### src/rtl/uart_tx_if.sv
// Parallel-side handshake bundle for the UART transmitter.
// Handshake: the producer may raise data_valid_in for one cycle whenever it
// observes busy_out=0; that edge is the accept edge. The payload and parity
// controls are sampled only on the accept edge. While busy_out=1, a strobe is
// dropped: it is not queued and no error is flagged.
interface uart_tx_if #(
   parameter int DATA_WIDTH = 8
);
   logic [DATA_WIDTH-1:0] p_data_in;
   logic                  data_valid_in;
   logic                  par_en_in;
   logic                  par_typ_in;
   logic                  tx_out;
   logic                  busy_out;

   // Producer side: drives the byte and request strobe, watches the line.
   modport master (
      output p_data_in,
      output data_valid_in,
      output par_en_in,
      output par_typ_in,
      input  tx_out,
      input  busy_out
   );

   // Transmitter side.
   modport slave (
      input  p_data_in,
      input  data_valid_in,
      input  par_en_in,
      input  par_typ_in,
      output tx_out,
      output busy_out
   );
endinterface

### src/rtl/uart_tx.sv
// UART transmitter: one clk cycle per serial bit. Frame is a start bit (0),
// DATA_WIDTH data bits LSB first, an optional even/odd parity bit and one
// stop bit (1). tx_out and busy_out come straight from flops.
module uart_tx #(
   parameter int DATA_WIDTH = 8
) (
   input  logic       clk,
   input  logic       reset_n,
   uart_tx_if.slave   bus,
   output logic [2:0] state_dbg
);

   localparam int CNT_W = (DATA_WIDTH > 1) ? $clog2(DATA_WIDTH) : 1;
   localparam logic [CNT_W-1:0] LAST_BIT = CNT_W'(DATA_WIDTH - 1);

   localparam logic [2:0] S_IDLE   = 3'd0;
   localparam logic [2:0] S_START  = 3'd1;
   localparam logic [2:0] S_DATA   = 3'd2;
   localparam logic [2:0] S_PARITY = 3'd3;
   localparam logic [2:0] S_STOP   = 3'd4;

   logic [2:0]            state;
   logic [CNT_W-1:0]      bit_cnt;
   logic [CNT_W-1:0]      bit_cnt_nxt;
   logic [DATA_WIDTH-1:0] data_q;
   logic                  par_en_q;
   logic                  par_typ_q;
   logic                  parity_bit;
   logic                  tx_q;
   logic                  busy_q;

   // Parity over the held byte (odd parity flips the even result) and the
   // index of the next data bit to put on the line.
   always_comb begin
      parity_bit  = (^data_q) ^ par_typ_q;
      bit_cnt_nxt = bit_cnt + 1'b1;
   end

   // Frame sequencer. tx_q is loaded with the value that belongs to the state
   // being entered, so the line changes on the same edge as the state.
   always_ff @(posedge clk or negedge reset_n) begin
      if (!reset_n) begin
         state     <= S_IDLE;
         bit_cnt   <= '0;
         data_q    <= '0;
         par_en_q  <= 1'b0;
         par_typ_q <= 1'b0;
         tx_q      <= 1'b1;
         busy_q    <= 1'b0;
      end else begin
         case (state)
            S_IDLE: begin
               if (bus.data_valid_in) begin
                  data_q    <= bus.p_data_in;
                  par_en_q  <= bus.par_en_in;
                  par_typ_q <= bus.par_typ_in;
                  state     <= S_START;
                  tx_q      <= 1'b0;
                  busy_q    <= 1'b1;
               end
            end
            S_START: begin
               state   <= S_DATA;
               bit_cnt <= '0;
               tx_q    <= data_q[0];
            end
            S_DATA: begin
               if (bit_cnt == LAST_BIT) begin
                  bit_cnt <= '0;
                  if (par_en_q) begin
                     state <= S_PARITY;
                     tx_q  <= parity_bit;
                  end else begin
                     state <= S_STOP;
                     tx_q  <= 1'b1;
                  end
               end else begin
                  bit_cnt <= bit_cnt_nxt;
                  tx_q    <= data_q[bit_cnt_nxt];
               end
            end
            S_PARITY: begin
               state <= S_STOP;
               tx_q  <= 1'b1;
            end
            S_STOP: begin
               state  <= S_IDLE;
               tx_q   <= 1'b1;
               busy_q <= 1'b0;
            end
            default: begin
               state   <= S_IDLE;
               bit_cnt <= '0;
               tx_q    <= 1'b1;
               busy_q  <= 1'b0;
            end
         endcase
      end
   end

   // Registered outputs onto the bundle, plus state for observation.
   always_comb begin
      bus.tx_out   = tx_q;
      bus.busy_out = busy_q;
      state_dbg    = state;
   end

endmodule

### src/flat_wrapper.sv
// flat-port wrapper written by rule: the top's interface ports become plain ports
module uart_tx_flat 
#(
   parameter int DATA_WIDTH = 8
)
  (clk, reset_n, state_dbg, bus_p_data_in, bus_data_valid_in, bus_par_en_in, bus_par_typ_in, bus_tx_out, bus_busy_out);
  uart_tx_if #(.DATA_WIDTH(DATA_WIDTH)) bus_i ();
  input  logic clk;
  input  logic reset_n;
  output logic [2:0] state_dbg;
  input wire logic [$bits(bus_i.p_data_in)-1:0] bus_p_data_in;
  input wire logic [$bits(bus_i.data_valid_in)-1:0] bus_data_valid_in;
  input wire logic [$bits(bus_i.par_en_in)-1:0] bus_par_en_in;
  input wire logic [$bits(bus_i.par_typ_in)-1:0] bus_par_typ_in;
  output wire logic [$bits(bus_i.tx_out)-1:0] bus_tx_out;
  output wire logic [$bits(bus_i.busy_out)-1:0] bus_busy_out;
  assign bus_i.p_data_in = bus_p_data_in;
  assign bus_i.data_valid_in = bus_data_valid_in;
  assign bus_i.par_en_in = bus_par_en_in;
  assign bus_i.par_typ_in = bus_par_typ_in;
  assign bus_tx_out = bus_i.tx_out;
  assign bus_busy_out = bus_i.busy_out;
  uart_tx #(.DATA_WIDTH(DATA_WIDTH)) u_core (.clk(clk), .reset_n(reset_n), .bus(bus_i), .state_dbg(state_dbg));
endmodule
### config.mk
export PLATFORM = sky130hd
export DESIGN_NAME = uart_tx_flat
export DESIGN_NICKNAME = d
export VERILOG_FILES = /design/src/rtl/uart_tx_if.sv /design/src/rtl/uart_tx.sv /design/src/flat_wrapper.sv
export SDC_FILE = /design/constraint.sdc
export NUM_CORES = 1
export LEC_CHECK = 0
export ABC_CLOCK_PERIOD_IN_PS = 3400
export BUFFER_PORTS_ARGS = -buffer_cell sky130_fd_sc_hd__buf_2
export CAP_MARGIN = 20
export CORE_MARGIN = 2
export CORE_UTILIZATION = 40
export DETAILED_ROUTE_END_ITERATION = 7
export PLACE_DENSITY = 0.63
export REMOVE_ABC_BUFFERS = 1
export SLEW_MARGIN = 20
export SYNTH_ARGS = -nofsm -noshare
export SYNTH_HDL_FRONTEND = slang
export SYNTH_SLANG_ARGS = --single-unit
### constraint.sdc
create_clock -name clk -period 3.4 [get_ports clk]
set_input_delay 0.34 -clock clk [delete_from_list [all_inputs] [get_ports clk]]
set_output_delay 0.34 -clock clk [all_outputs]
set_load 0.05 [all_outputs]
# After elaboration in Yosys (flattened, before gate mapping)
# Index checks and enable logic that the tools add are counted.
# word_totals
reg_bits	18
output_inout_bits	5
inputBits	13
wordCells	39
# op_classes
n_reduce_logical	7
addsub	1
n_bitwise	2
eq_ne	7
n_lt_le_gt_ge	1
n_mux	14
# ops
op	count
$mux W3	4
$pmux W3 S4	1
$reduce_xor A8 Y1	1
$eq A3 B2 Y1 const B	2
$eq A3 B3 Y1 const B	2
$pmux W3 S2	1
$reduce_and A2 Y1	3
$reduce_or A3 Y1	2
$mux W1	5
$lt A3 B4 Y1 const B	1
$add A3 B1 Y3 const B	1
$bmux W1 S3	1
$eq A3 B1 Y1 const B	1
$logic_not A3 Y1	1
$pmux W1 S3	1
$ne A2 B1 Y1 const B	1
$ne A2 B2 Y1 const B	1
$pmux W1 S2	1
$not A1 Y1	1
$xor A1 B1 Y1	1

# Depth between registers and ports, before layout
# Gate-level depths: netlist of the first run.
# depth
ltp_word	5
ltp_mapped	6
depth_no_buf	6

# Least setup slack after synthesis of the first run
# OpenSTA, ideal clock, no wires.
# synth_timing
path_kind	register to register
from	register u_core.state[1] (netlist: u_core.state_dbg[1])
to	register u_core.data_q[2]
stages_incl_launch_ff	6
setup_ns	0.125
n_path_buf	1
path_slack_ns	1.585
synth_period_minus_slack_ns	1.815
t_arrival_ns	1.691
t_required_ns	3.275
path_cell_list	dfrtp_1 -> inv_1 -> nand2_1 -> nor3_1 -> buf_4 -> mux2_2
# synth_between
elab_chain_len	2
# synth_lines
item	line	text
from (decl)	uart_tx.sv:22	logic [2:0] state;
from (signal assigned)	uart_tx.sv:43	state <= S_IDLE;
from (signal assigned)	uart_tx.sv:57	state <= S_START;
from (signal assigned)	uart_tx.sv:63	state <= S_DATA;
$logic_not A3 Y1	uart_tx.sv:51	case (state)
$reduce_and A2 Y1 (no line)	n/a	
to (signal assigned)	uart_tx.sv:54	data_q <= bus.p_data_in;
to (decl)	uart_tx.sv:25	logic [DATA_WIDTH-1:0] data_q;
# Every way passes these cells.
# A chain may end at the register's enable or synchronous reset.

# Worst setup path in the final report of the first run
# layout_timing
from	register u_core.bit_cnt[0]
to	register u_core.tx_q (netlist: u_core.bus.tx_out)
# layout_between
elab_chain_len	5
elab_cells_between_ends	6
cone_classes	add/sub: 1; eq/ne: 1; mux: 4
# layout_lines
item	line	text
from (decl)	uart_tx.sv:23	logic [CNT_W-1:0] bit_cnt;
from (signal assigned)	uart_tx.sv:78	bit_cnt <= bit_cnt_nxt;
$add A3 B1 Y3	uart_tx.sv:36	bit_cnt_nxt = bit_cnt + 1'b1;
$bmux W1 S3	uart_tx.sv:79	tx_q <= data_q[bit_cnt_nxt];
$mux W1 (implied by the code)	uart_tx.sv:79	
$mux W1 *	uart_tx.sv:68	if (bit_cnt == LAST_BIT) begin
$pmux W1 S3 *	uart_tx.sv:51	
to (signal assigned)	uart_tx.sv:65	tx_q <= data_q[0];
to (signal assigned)	uart_tx.sv:72	tx_q <= parity_bit;
to (signal assigned)	uart_tx.sv:79	
to (decl)	uart_tx.sv:29	logic tx_q;
# Every way passes the cells marked *; elsewhere a longest branch is shown, timed or not. The select of a mux whose other input is x is not followed.

==> impl_metrics.json, run 1 <==
{
  "crit_type": "register to register",
  "clock_latency_ns": 0.29,
  "yosys-mux-area-fraction": 0.1785,
  "grt_overflow": 0,
  "synth_top_area_cell": "dfrtp_1",
  "slowest_stage": "dfrtp_1",
  "fillers": 208,
  "cts_resized": 0,
  "die_x_um": 51.92,
  "path_max_fanout": 8,
  "hpwl_um": 1233,
  "clock_power_share": 0.112,
  "required_ns": 3.63,
  "path_clk_slew_ns": 0.11,
  "critPathTopFamily": "adder cells",
  "yosys_warnings": 0,
  "die_h_um": 51.92,
  "route.detailed.wl_per_inst_um": 12.96,
  "cts_tree": "built",
  "grt_pass1_wl_um": 2884,
  "syn_area_sq_um": 918.4,
  "synth-seq-cells": 18,
  "cts.path.max_buffers": 2,
  "cts_sinks": 18,
  "yosys.area_share.simple": 0.09673,
  "synth_area_leaders": "dfrtp_1 (46%), mux2_2 (11%), xnor2_1 (4.8%), mux2i_1 (4.4%), o21ai_0 (3.3%)",
  "numCtsBuffers": 3,
  "end_kind": "register",
  "cp-startpoint": "u_core.bit_cnt[0]$_DFFE_PN0N_",
  "path_buf_inv": 0,
  "route.detailed.drc": 0,
  "synth_top_family_by_area": "multiplexers",
  "worst_pin_slew_ns": 0.3960,
  "yosys.area.top_type_share": 0.4632,
  "timing.final.crit_share": 0.5522,
  "pwr-share-comb": 0.519,
  "synthXorXnorAreaFrac": 0.08311,
  "port_buffers": 17,
  "via_count": 674,
  "start_util": 0.4192,
  "cpPeakStageDelay_ns": 0.51,
  "internal-power_uw": 702.7,
  "fin_nets": 116,
  "yosysUniqueCellTypes": 25,
  "drt-initial-drc-count": 5,
  "die_area_sq_mm": 0.002695,
  "maxSlewHeadroom": 0.7360,
  "grt_util_all_layers": 0.1438,
  "place_area_sq_mm": 0.001027,
  "drive_above_1_share": 0.3500,
  "syn-mean-instance-area_sq_um": 11.48,
  "hp-start": "bus_par_en_in",
  "n_antenna_cell": 0,
  "power.density_mw_per_mm2": 1081,
  "path_common_cell": "ha_1",
  "cts_root_buf": "clkbuf_4",
  "fmax_mhz": 532.6,
  "grt_pass1_vias": 662,
  "power_frac_seq": 0.369,
  "slew_viol_final": 0,
  "netlist_instances": 80,
  "synth-compound-area-share": 0.08583,
  "most-common-layout-cells": "buf_2 (17), dfrtp_1 (17), mux2_2 (9), nand2_1 (8), o21ai_0 (6)",
  "gp_congestion": 0.8370,
  "routed_via_density": 5.266,
  "clock_skew_ns": 0.006970,
  "postRouteAntennaNets": 0,
  "cellLeakagePower_uw": 0.0004928,
  "rsz0062_at_grt": "no",
  "fin_crit_ns": 1.878,
  "row_count": 17,
  "routed_wl_um": 1659,
  "max_cap_viol_count": 0,
  "core_area_sq_mm": 0.002191,
  "grt_max_degree": 19,
  "startpoint_type": "register",
  "boundaryPins": 18,
  "fin_tns_setup_ns": 0,
  "cts-htree-levels": 1,
  "rr_startpoint": "u_core.bit_cnt[0]$_DFFE_PN0N_",
  "rrSetupSlack_ns": 1.52,
  "finalSetupViolCount": 0,
  "hold_ws_ns": 0.2649,
  "synthAdderAreaFrac": 0.02725,
  "ys_seq_area_frac": 0.4918,
  "syn2layout_area_growth_pct": 16.89,
  "status": "completed",
  "cp_cell_sequence": "ha_1 > ha_1 > mux4_2 > nand2_1 > o311ai_1 > nand4_1",
  "hp-class": "primary input to register",
  "ir_drop_uv": 512.8,
  "antenna_found_initial": 0,
  "drt_pass1_iterations": 4,
  "final_hold_viol_count": 0,
  "worstPathArrival_ns": 2.10,
  "switching_share": 0.3947,
  "p_sw_uw": 458.3,
  "fin_area_sq_mm": 0.001074
}
[worst paths after layout]
kind	depth (start not counted)	to
max	6	u_core.bus.tx_out$_DFFE_PN1P_
min	3	u_core.par_en_q$_DFFE_PN0P_
max reg2reg	6	u_core.bus.tx_out$_DFFE_PN1P_
min reg2reg	1	u_core.bus.busy_out$_DFFE_PN0P_
max in group asynchronous	2	u_core.bus.tx_out$_DFFE_PN1P_
min in group asynchronous	2	u_core.par_typ_q$_DFFE_PN0P_
[kinds of logic (layout without fill, tap and decap cells)]
| group | Yosys count | in the layout |
|---|---|---|
| muxes | 14 | 14 |
| buffers and inverters | 7 | 27 |
| DFF | 18 | 18 |
| xor gates and xnor gates | 7 | 7 |
| and+or+nand+nor | 18 | 18 |
| adders and majority gates | 2 | 2 |
| AOI/OAI and AO/OA | 14 | 14 |
[area by class of cell]
class / instances / area (sq um) / area share
well taps: 28 / 35.03 / 0.03263
clock buffers: 4 / 36.28 / 0.03380
flip-flops and latches: 18 / 451.7 / 0.4207
inverters: 4 / 15.01 / 0.01399
multi-input cells: 55 / 432.9 / 0.4033
repair buffers: 19 / 102.6 / 0.09557
[tightest hold or removal path: cells and delay by family]
| family | cells | cell delay (ns) |
|---|---|---|
| AO/OA/AOI/OAI | 1 | 0.06 |
| buffers and inverters | 1 | 0.08 |
| AND/OR/NAND/NOR | 1 | 0.03 |
[metal layers]
metal,share of wire,vias up,global-route usage
li1,-,324,-
met1,0.45,332,0.1845
met2,0.51,18,0.2384
met3,0.048,0,0.03736
met4,0,0,0.03947
met5,0,-,0
[repair_timing]
action	in CTS	in global routing
hold endpoints to repair	17	0
buffers inserted	0	0
hold buffers	1	0
[cell usage after synthesis]
library cell,number
or4b_2,1
a21o_1,1
mux2_2,9
o21ai_0,6
nor3_1,2
xor2_1,1
nor3b_1,1
clkbuf_1,1
inv_1,4
xnor2_1,5
a211oi_1,1
xnor3_2,1
mux2i_1,4
nor2_1,2
and3_1,2
ha_1,2
nand2_1,8
a21oi_1,5
mux4_2,1
o311ai_1,1
dfrtp_1,17
nand3_1,1
nand4_1,1
dfstp_2,1
buf_4,2
[flip-flops by register name, indices dropped and copies added, names as in the netlist]
name and cells:
u_core.data_q 8, u_core.bit_cnt 3, u_core.state_dbg 3, u_core.bus.busy_out 1, u_core.bus.tx_out 1, u_core.par_en_q 1, u_core.par_typ_q 1
[stage by stage]
stage	instances	worst slack (ns)	power, uW	utilization
2_1_floorplan	77	1.182	908.7	-
3_3_place_gp	123	1.580	1029	0.4689
3_5_place_dp	123	1.550	1041	0.4689
4_1_cts	128	1.521	1180	0.4900
5_1_grt	128	1.409	1256	0.4900
6_report	128	1.522	1161	0.4900
[power groups by stage]
stage	registers [uW]	logic, uW	clock network [uW]
after floorplan	485	423	0
after global placement	430	599	0
after detailed placement	434	607	0
after CTS	429	612	139
after global routing	446	659	151
final	428	602	131
Power figures use the tool's default switching activity.
==> inputs of run 2 (changes only) <==
--- a/config.mk
+++ b/config.mk
@@ -5,7 +5,7 @@
 export SDC_FILE = /design/constraint.sdc
 export NUM_CORES = 1
 export LEC_CHECK = 0
-export ABC_CLOCK_PERIOD_IN_PS = 3400
+export ABC_CLOCK_PERIOD_IN_PS = 1800
 export BUFFER_PORTS_ARGS = -buffer_cell sky130_fd_sc_hd__buf_2
 export CAP_MARGIN = 20
 export CORE_MARGIN = 2
==> constraint.sdc (replaced) <==
create_clock -name clk -period 1.8 [get_ports clk]
set_input_delay 0.18 -clock clk [delete_from_list [all_inputs] [get_ports clk]]
set_output_delay 0.18 -clock clk [all_outputs]
set_load 0.05 [all_outputs]
==> impl_metrics.json, run 2 (synthesized netlist as in run 1, its figures left out) <==
{
  "maxSlewHeadroom": 0.7404,
  "gp_congestion": 0.8327,
  "dp.cells": 124,
  "clock_skew_ns": 0.005533,
  "finalSetupViolCount": 0,
  "route.detailed.drc": 0,
  "row_count": 17,
  "port_buffers": 17,
  "postRouteAntennaNets": 0,
  "path_clk_slew_ns": 0.11,
  "drt_pass1_iterations": 4,
  "routed_wl_um": 1580,
  "final_hold_viol_count": 0,
  "cpPeakStageDelay_ns": 0.47,
  "worst_pin_slew_ns": 0.3895,
  "cts-htree-levels": 1,
  "fin_crit_ns": 1.702,
  "cp-startpoint": "u_core.bit_cnt[0]$_DFFE_PN0N_",
  "max_cap_viol_count": 0,
  "fmax_mhz": 587.6,
  "n_antenna_cell": 0,
  "grt_pass1_wl_um": 2891,
  "grt_pass1_vias": 683,
  "top_register": "u_core.data_q",
  "status": "completed",
  "hp-class": "primary input to register",
  "slew_viol_final": 0,
  "syn2layout_area_growth_pct": 19.89,
  "clock_latency_ns": 0.29,
  "die_area_sq_mm": 0.002695,
  "startpoint_type": "register",
  "start_util": 0.4192,
  "final_cells": 130,
  "cts_root_buf": "clkbuf_4",
  "timing.final.crit_share": 0.9455,
  "die_x_um": 51.92,
  "hpwl_um": 1233,
  "via_count": 659,
  "hp-start": "bus_par_en_in",
  "cellLeakagePower_uw": 0.0005003,
  "cts_tree": "built",
  "routed_via_density": 5.069,
  "worstPathArrival_ns": 1.94,
  "cts.path.max_buffers": 2,
  "route.detailed.wl_per_inst_um": 12.15,
  "numCtsBuffers": 3,
  "slowest_stage": "mux4_2",
  "path_max_fanout": 2,
  "rsz0062_at_grt": "no",
  "largest_reg_flops": 8,
  "power.density_mw_per_mm2": 2029,
  "most-common-layout-cells": "buf_2 (17), dfrtp_1 (17), mux2_2 (9), nand2_1 (8), o21ai_0 (6)",
  "grt_max_degree": 19,
  "fin_tns_setup_ns": 0,
  "die_h_um": 51.92,
  "hold_ws_ns": 0.08866,
  "boundaryPins": 18,
  "grt_util_all_layers": 0.1458,
  "fin_nets": 118,
  "drive_above_1_share": 0.3725,
  "core_area_sq_mm": 0.002191,
  "ir_drop_uv": 1220,
  "cts_sinks": 18,
  "rr_startpoint": "u_core.bit_cnt[0]$_DFFE_PN0N_",
  "totalPowerFinal_uw": 2234,
  "antenna_found_initial": 0,
  "crit_type": "register to register",
  "required_ns": 2.04,
  "drt-initial-drc-count": 2,
  "grt_overflow": 0,
  "cp_cell_sequence": "ha_1 > ha_4 > mux4_2 > nand2_1 > o311ai_1 > nand4_1",
  "end_kind": "register"
}
-- run 2: cell count changes in the layout (fill, tap and decap cells not counted) --
cell / delta
buf_4: +2
ha_1: -1
ha_4: +1
-- run 2: area by class of cell --
class	instances	area, sq um
fill	200	1090
sequential	18	451.7
inverter	4	15.01
clock buffer	4	36.28
timing repair buffer	21	117.6
tap	28	35.03
multi-input combinational	55	445.4
-- run 2: routing by layer --
metal | part of all wire | global-route usage | vias to the layer above
met1 | 0.44 | 0.1759 | 322
li1 | - | - | 323
met2 | 0.51 | 0.2511 | 14
met4 | 0 | 0.05263 | 0
met3 | 0.046 | 0.03448 | 0
met5 | 0 | 0 | -
-- run 2: critical path: cells and delay by family, from the launching register on --
kind	cells	cell delay [ns]
simple gates	2	0.17
flops	1	0.40
mux	1	0.47
fa+ha+maj	2	0.52
compound gates	1	0.09
-- run 2: path summary, 6_finish.rpt --
check / to / slack, ns / depth (start not counted)
worst max-delay path: u_core.bus.tx_out$_DFFE_PN1P_ / 0.1 / 6
worst min-delay path: u_core.par_en_q$_DFFE_PN0P_ / 0.09 / 3
worst max register to register: u_core.bus.tx_out$_DFFE_PN1P_ / 0.1 / 6
worst min register to register: u_core.bus.busy_out$_DFFE_PN0P_ / 0.49 / 1
max in group asynchronous: u_core.bus.tx_out$_DFFE_PN1P_ / 1.16 / 2
min in group asynchronous: u_core.state_dbg[1]$_DFFE_PN0P_ / 0.33 / 2
-- run 2: stage by stage --
stage                     area (sq um)    util  worst slack, ns
after floorplan                  899.6       -          -0.4184
after global placement            1035  0.4723           0.1217
after detailed placement          1035  0.4723          0.09598
after CTS                         1081  0.4934          0.07610
after global routing              1101  0.5026          0.01385
final                             1101  0.5026          0.09817
-- run 2: power by group --
| part | internal, uW | switching [uW] | total [uW] |
|---|---|---|---|
| logic | 639 | 565 | 1200 |
| clock network | 123 | 125 | 248 |
| registers | 600 | 182 | 782 |
-- run 2: what timing repair did --
action	CTS	global route
buffers inserted	0	1
endpoints found under the setup margin	0	1
resized for setup	0	1
hold buffers	1	0
endpoints found under the hold margin	17	0
